<file path="src/rtl/rr_arb_pkg.sv">
// Shared constants and state encoding for the eight-way round-robin arbiter.
package rr_arb_pkg;

  localparam int N_REQ       = 8;
  localparam int IDX_W       = 3;
  localparam int TIMEOUT_DEF = 16;

  typedef enum logic {
    IDLE = 1'b0,
    BUSY = 1'b1
  } state_t;

endpackage

</file>
<file path="src/rtl/rr_prio_enc8.sv">
// Rotating priority encoder: the first set request at or above ptr wins, wrapping 7 -> 0.
module rr_prio_enc8
  import rr_arb_pkg::*;
(
  input  logic [N_REQ-1:0] req,
  input  logic [IDX_W-1:0] ptr,
  output logic [IDX_W-1:0] idx,
  output logic             any
);

  logic [2*N_REQ-1:0] dbl;
  logic [N_REQ-1:0]   rot;
  logic [IDX_W-1:0]   off;

  // Rotate right by ptr so that bit 0 of rot is requester ptr.
  assign dbl = {req, req};
  assign rot = dbl[ptr +: N_REQ];

  always_comb begin
    off = '0;
    for (int i = N_REQ - 1; i >= 0; i--) begin
      if (rot[i]) off = IDX_W'(i);
    end
  end

  assign idx = ptr + off;
  assign any = |req;

endmodule

</file>
<file path="config.mk">
export PLATFORM = sky130hd
export DESIGN_NAME = rr_prio_enc8
export DESIGN_NICKNAME = d
export VERILOG_FILES = /design/src/rtl/rr_arb_pkg.sv /design/src/rtl/rr_prio_enc8.sv
export SDC_FILE = /design/constraint.sdc
export NUM_CORES = 1
export LEC_CHECK = 0
export ABC_AREA = 1
export ABC_CLOCK_PERIOD_IN_PS = 2200
export BUFFER_PORTS_ARGS = -buffer_cell sky130_fd_sc_hd__buf_4
export CAP_MARGIN = 20
export CORE_AREA = 2 2 39 41
export DETAILED_ROUTE_END_ITERATION = 7
export DIE_AREA = 0 0 41 43
export PLACE_DENSITY = 0.68
export SLEW_MARGIN = 30
export SYNTH_ARGS = -nofsm -noshare
export SYNTH_HDL_FRONTEND = slang
export SYNTH_SLANG_ARGS = --single-unit
</file>
<file path="constraint.sdc">
create_clock -name vclk -period 2.2
set_input_delay 0.11 -clock vclk [all_inputs]
set_output_delay 0.11 -clock vclk [all_outputs]
set_load 0.02 [all_outputs]
</file>
# Yosys cells after proc, flatten, opt, wreduce, memory -nomap -nowiden
# Index checks and enable logic that the tools add are counted.
[totals]
ff_bits = 0
in_bits = 11
output_inout_bits = 4
word_cells = 11
[classes]
addsub = 1
shifts = 1
muxes = 8
n_reduce_logical = 1
[op_table]
columns = ["op", "n"]
rows = [
  ["$mux 3", 8],
  ["$shiftx 16x4->8", 1],
  ["$reduce_or 8->1", 1],
  ["$add 3x3->3", 1],
]

# Depth between registers and ports, before layout
# Gate-level depths: netlist of the first run.
[logic_depth]
word_depth = 10
ltp_mapped = 20
mapped_depth_nobuf = 19

# Least setup slack after synthesis of the first run
# OpenSTA, ideal clock, no wires.
[synth_path]
kind = "input port to output port"
from = "input ptr[0]"
to = "output idx[2]"
arrival_time_ns = 1.925
required_time_ns = 2.090
slack_ns = 0.165
stages = 19
path_buffers = 1
path_cell_list = "buf_6 inv_8 nand2_2 nand3_1 nand3_1 nand2_1 nand2_1 nand2_1 nand2_1 nand2_1 nand2_1 a21oi_1 ha_1 inv_1 fa_1 xor2_1 nand3b_1 nand2_1 inv_1"
[synth_between]
elab_chain_len = 10
[synth_lines]
columns = ["element", "line_no", "source"]
rows = [
  ["from (decl)", "rr_prio_enc8.sv:6", "input logic [IDX_W-1:0] ptr,"],
  ["$shiftx 16x4->8", "rr_prio_enc8.sv:17", "assign rot = dbl[ptr +: N_REQ];"],
  ["$mux 3 (8 in a row)", "rr_prio_enc8.sv:22", "if (rot[i]) off = IDX_W'(i);"],
  ["$add 3x3->3 (*)", "rr_prio_enc8.sv:26", "assign idx = ptr + off;"],
  ["to (decl)", "rr_prio_enc8.sv:7", "output logic [IDX_W-1:0] idx,"],
]
# Every way passes the cells marked *; elsewhere a longest branch is shown, timed or not.

# Worst setup path after layout of the first run
[layout_path]
from = "input ptr[1]"
to = "output idx[2]"
# Same word-level chain as after synthesis.

==> flow_summary.ini, run 1 <==
[critical_path]
path_cells = buf_4 -> inv_6 -> nand3_1 -> nand2_2 -> nand2_1 -> nand2_1 -> nand2_1 -> nand2_1 -> nand2_1 -> nand2_1 -> nand2_1 -> a21oi_2 -> ha_1 -> inv_1 -> fa_2 -> xor2_1 -> nand3b_1 -> nand2_1 -> inv_1 -> buf_4
crit_buf_inv = 5
worst-endpoint-required_ns = 2.09
crit_family = simple AND/OR/NAND/NOR gates
crit_path_end_kind = output port
path_max_fanout = 10
crit_top_cell = nand2_1
arrival_ns = 2.15
crit_slowest_cell = fa_2
start_kind = input pin
critical_path.max_stage_delay_ns = 0.35
setup.worst_path.class = input pin to output port

[timing]
finalWorstSetupSlack_ns = -0.0564
timing.final.crit_share_pct = 103
max_freq_mhz = 443
tightest_slew_ns = 0.249
rsz0062_at_grt = true
finalSetupViolCount = 1
fin_crit_ns = 2.26
relSlewSlack_pct = 83.4
hold_viol = 0
finalMaxSlewViolations = 0

[layout]
fillerInstances = 139
post-route-util_pct = 56.0
final_area_sq_um = 774
drive_above_1_share_pct = 44.7
clockBufferCount = 0
antenna_cells = 0
syn2layout_area_growth_pct = 45.6
seq_cells = 0
layout.nets = 138
regArea_sq_um = 0

[global_route]
overflow = 0
grt_max_degree = 11
first_global_vias = 578
track_usage_pct = 17.0
grt_pass1_wl_um = 2260
antenna_found_initial = 0

[clocking]
postCtsHoldBufs = 0

[pwr]
power_uw = 208
p_int_uw = 93.9
power_density_nw_per_um2 = 268
power_frac_comb_pct = 100.0
clockPowerShare_pct = 0
switching_power_uw = 114
power.leakage_uw = 0.000424
p_seq_share_pct = 0
switching_share_pct = 54.8
vdd_ir_drop_max_mv = 0.123

[placement]
gp_congestion = 0.800
io_buffers = 15
place_area_sq_um = 709
hpwl_um = 1110

[logic_synthesis]
ys_top_cells_by_count = nand2_1 (46), nand3_1 (14), nand2_2 (11), inv_1 (5), nand3_2 (5)
syn_nets = 111
syn_inst = 98
synth_cell_types = 20
synthTopCellsByArea = nand2_1 (32%), nand3_1 (13%), nand2_2 (13%)
synth.largest_area_cell = nand2_1
syn_area_sq_um = 532
yosysMostFrequentCell = nand2_1
yosys_warnings = 0
avgSynthCellArea_sq_um = 5.43
synth.top_cell.area_share_pct = 32.5
yosysSeqAreaShare_pct = 0

[drt]
drt_iter0_markers = 2
drt-total-wl_um = 1420
ant_nets = 0
vias = 686
vias_per_cell = 4.94
wl_per_cell_um = 10.2
drc = 0
drtPass1Iterations = 4

[run_status]
status = finished with violations
violations = setup timing

[floorplanning]
io_pins = 15
start_util_pct = 38.4
rows = 14
core-area_sq_um = 1380
die_h_um = 43
die_area_sq_um = 1760
die_w_um = 41

[worst_hold_path]
hp-class = input pin to output port

[job]
cap_violations = 0
-- power groups by stage --
stage	Sequential, uW	Clock [uW]	Combinational (uW)
final	0	0	208
after global routing	0	0	230
after CTS	0	0	200
after detailed placement	0	0	189
after global placement	0	0	187
after floorplan	0	0	122
-- cells by family (layout without fill, tap and decap cells) --
kind of cell | after synthesis | in the layout | share of synthesized area, %
and+or+nand+nor | 82 | 82 | 75.8
AOI/OAI and AO/OA | 3 | 3 | 4.00
buffers and inverters | 10 | 35 | 12.5
xor gates and xnor gates | 1 | 1 | 1.65
adders and majority gates | 2 | 2 | 6.12
-- layout make-up --
| type | instances | area, sq um | area share, % |
|---|---|---|---|
| inverter | 7 | 43.8 | 5.65 |
| timing repair inverter | 1 | 3.75 | 0.485 |
| multi-input combinational | 88 | 492 | 63.5 |
| tap | 16 | 20.0 | 2.58 |
| timing repair buffer | 27 | 215 | 27.8 |
-- tightest hold or removal path, cell delays in order --
cell	delay (ns)
buf_4	0.10
nor4_1	0.05
nand2_1	0.05
buf_4	0.13
-- metrics by stage --
step,setup TNS [ns],cells,setup slack (ns),hold WS [ns]
after CTS,0,139,0.00182,0.540
after floorplan,0,98,0.165,0.392
after global routing,-0.222,139,-0.213,0.569
final,-0.0564,139,-0.0564,0.537
after detailed placement,-0.142,136,-0.142,0.536
after global placement,-0.0933,136,-0.0933,0.540
-- cells in the final DEF, fill, tap and decap left out, drive strengths merged --
master / count
nand3b: 1
clkinv: 1
a21oi: 2
nand3: 19
o21bai: 1
xor2: 1
buf: 27
nor2: 2
inv: 7
nand2: 58
fa: 1
nor4: 2
ha: 1
-- timing repair --
action / CTS / global route
endpoints found under the setup margin: 1 / 1
gates resized for setup: 7 / 5
buffers inserted: 2 / 0
pin swaps: 1 / 1
gates cloned: 1 / 0
-- final timing paths --
| kind | startpoint | endpoint | slack (ns) | depth (start not counted) |
|---|---|---|---|---|
| max | ptr[1] | idx[2] | -0.06 | 20 |
| min | req[0] | any | 0.54 | 4 |
-- layer usage --
layer  vias up  global-route usage (%)  part of all wire (%)
met1       313                    24.4                    42
met3         0                       0                   1.9
li1        363                       -                     -
met2        10                    29.1                    56
met4         0                       0                     0
met5         -                       0                     0
(Power assumes the default switching activity.)
==> run 2: changes to the inputs <==
--- a/config.mk
+++ b/config.mk
@@ -9,10 +9,11 @@
 export ABC_CLOCK_PERIOD_IN_PS = 2200
 export BUFFER_PORTS_ARGS = -buffer_cell sky130_fd_sc_hd__buf_4
 export CAP_MARGIN = 20
-export CORE_AREA = 2 2 39 41
+export CELL_PAD_IN_SITES_DETAIL_PLACEMENT = 0
+export CELL_PAD_IN_SITES_GLOBAL_PLACEMENT = 1
+export CORE_UTILIZATION = 37
 export DETAILED_ROUTE_END_ITERATION = 7
-export DIE_AREA = 0 0 41 43
-export PLACE_DENSITY = 0.68
+export PLACE_DENSITY = 0.9
 export SLEW_MARGIN = 30
 export SYNTH_ARGS = -nofsm -noshare
 export SYNTH_HDL_FRONTEND = slang
==> flow_summary.ini, run 2 (synthesized netlist as in run 1, its figures left out) <==
[run_status]
status = finished with violations
violations = setup timing

[job]
cap_violations = 0

[floorplanning]
rows = 13
die_w_um = 39.9
die_h_um = 39.9
io_pins = 15
core-area_sq_um = 1320
start_util_pct = 40.4
die_area_sq_um = 1590

[timing]
holdWs_ns = 0.542
timing.final.crit_share_pct = 106
relSlewSlack_pct = 85.2
max_freq_mhz = 427
setup-tns-final_ns = -0.141
rsz0062_at_grt = true
finalSetupViolCount = 1
tightest_slew_ns = 0.220
fin_crit_ns = 2.34
finalWorstSetupSlack_ns = -0.141
finalMaxSlewViolations = 0
hold_viol = 0

[global_route]
grt_pass1_wl_um = 2420
overflow = 0
grt_max_degree = 11
first_global_vias = 577
track_usage_pct = 21.2
antenna_found_initial = 0

[drt]
met3_length_um = 34
drc = 0
wl_met1_um = 732
highest_layer = met4
ant_nets = 0
drtPass1Iterations = 4
vias = 716
drt_iter0_markers = 14
wl_met2_um = 919
vias_per_cell = 5.15
drt-total-wl_um = 1730
wl_per_cell_um = 12.5

[worst_hold_path]
min_delay_path_depth = 4
min_to = any
min_from = req[2]
hp-class = input pin to output port

[pwr]
p_int_uw = 113
power_frac_comb_pct = 100.0
power_density_nw_per_um2 = 272
switching_share_pct = 54.5
p_seq_share_pct = 0
clockPowerShare_pct = 0
vdd_ir_drop_max_mv = 0.126
power.leakage_uw = 0.000482
switching_power_uw = 136

[layout]
final_cell_mix = nand2_1 (31), buf_4 (24), nand2_2 (18), nand3_2 (12), nand2_4 (9)
final_common_cell = nand2_1
fillerInstances = 105
layout.nets = 139
final_area_sq_um = 916
regArea_sq_um = 0
drive_above_1_share_pct = 62.9
seq_cells = 0
clockBufferCount = 0
antenna_cells = 0
syn2layout_area_growth_pct = 72.2

[critical_path]
start_kind = input pin
crit_path_end_kind = output port
setup.worst_path.class = input pin to output port
arrival_ns = 2.23
path_max_fanout = 8
worst-endpoint-required_ns = 2.09

[placement]
io_buffers = 15
place_area_sq_um = 701
gp_congestion = 0.813
hpwl_um = 1150

[clocking]
postCtsHoldBufs = 0
run 2: cell count changes in the layout (fill, tap and decap cells not counted), moves of 2 or more:
cell and delta:
inv_1 -2, nand2_4 +7, nand2_2 +6, nand3_2 +5
buf_4 -2, nand2_1 -13, nand3_1 -5
run 2: cell type report:
class | instances | area [sq um] | share of cell area, %
repair buffers | 28 | 251 | 27.5
multi-input cells | 88 | 594 | 64.9
well taps | 15 | 18.8 | 2.05
repair inverters | 1 | 3.75 | 0.410
inverters | 7 | 47.5 | 5.19
run 2: repair_timing:
action	in CTS	in global routing
buffers inserted	2	1
gates cloned	1	1
gates resized for setup	11	33
endpoints found under the hold margin	0	0
pin swaps	1	8
endpoints found under the setup margin	1	2
run 2: per-stage QoR:
step	utilization (%)	worst slack (ns)	power, uW	instances
2_1_floorplan	-	0.165	122	98
3_3_place_gp	53.2	-0.0620	187	134
3_5_place_dp	53.2	-0.118	190	134
4_1_cts	57.5	0.00939	206	137
5_1_grt	69.5	-0.264	272	139
6_report	69.5	-0.141	249	139
run 2: layer usage:
| metal | vias up | GRT usage, % |
|---|---|---|
| met4 | 0 | 0 |
| met2 | 15 | 36.3 |
| met3 | 4 | 0 |
| met1 | 330 | 30.9 |
| li1 | 367 | - |
| met5 | - | 0 |
run 2: power by group through the flow:
stage | Clock [uW] | Combinational [uW] | Sequential (uW)
global route | 0 | 272 | 0
detailed placement | 0 | 190 | 0
finish | 0 | 249 | 0
floorplan | 0 | 122 | 0
global placement | 0 | 187 | 0
CTS | 0 | 206 | 0
run 2: worst max-delay path, stage by stage:
cell and delay (ns):
buf_12 0.12, inv_12 0.08, nand2_2 0.08, nand3_2 0.09
nand3_2 0.09, nand2_2 0.08, nand2_2 0.05, nand2_2 0.05
nand2_1 0.05, nand2_1 0.08, nand2_2 0.06, a21oi_2 0.13
ha_2 0.20, inv_2 0.05, fa_2 0.39, xor2_2 0.15
nand3b_1 0.15, nand2_1 0.06, inv_1 0.04, buf_6 0.12
run 2: worst max-delay path by stage:
stage	startpoint	end	depth (start not counted)
global route	ptr[0]	idx[2]	20
global placement	ptr[1]	idx[2]	20
detailed placement	ptr[0]	idx[2]	21
finish	ptr[0]	idx[2]	20
CTS	ptr[0]	idx[2]	21
floorplan	ptr[0]	idx[2]	19
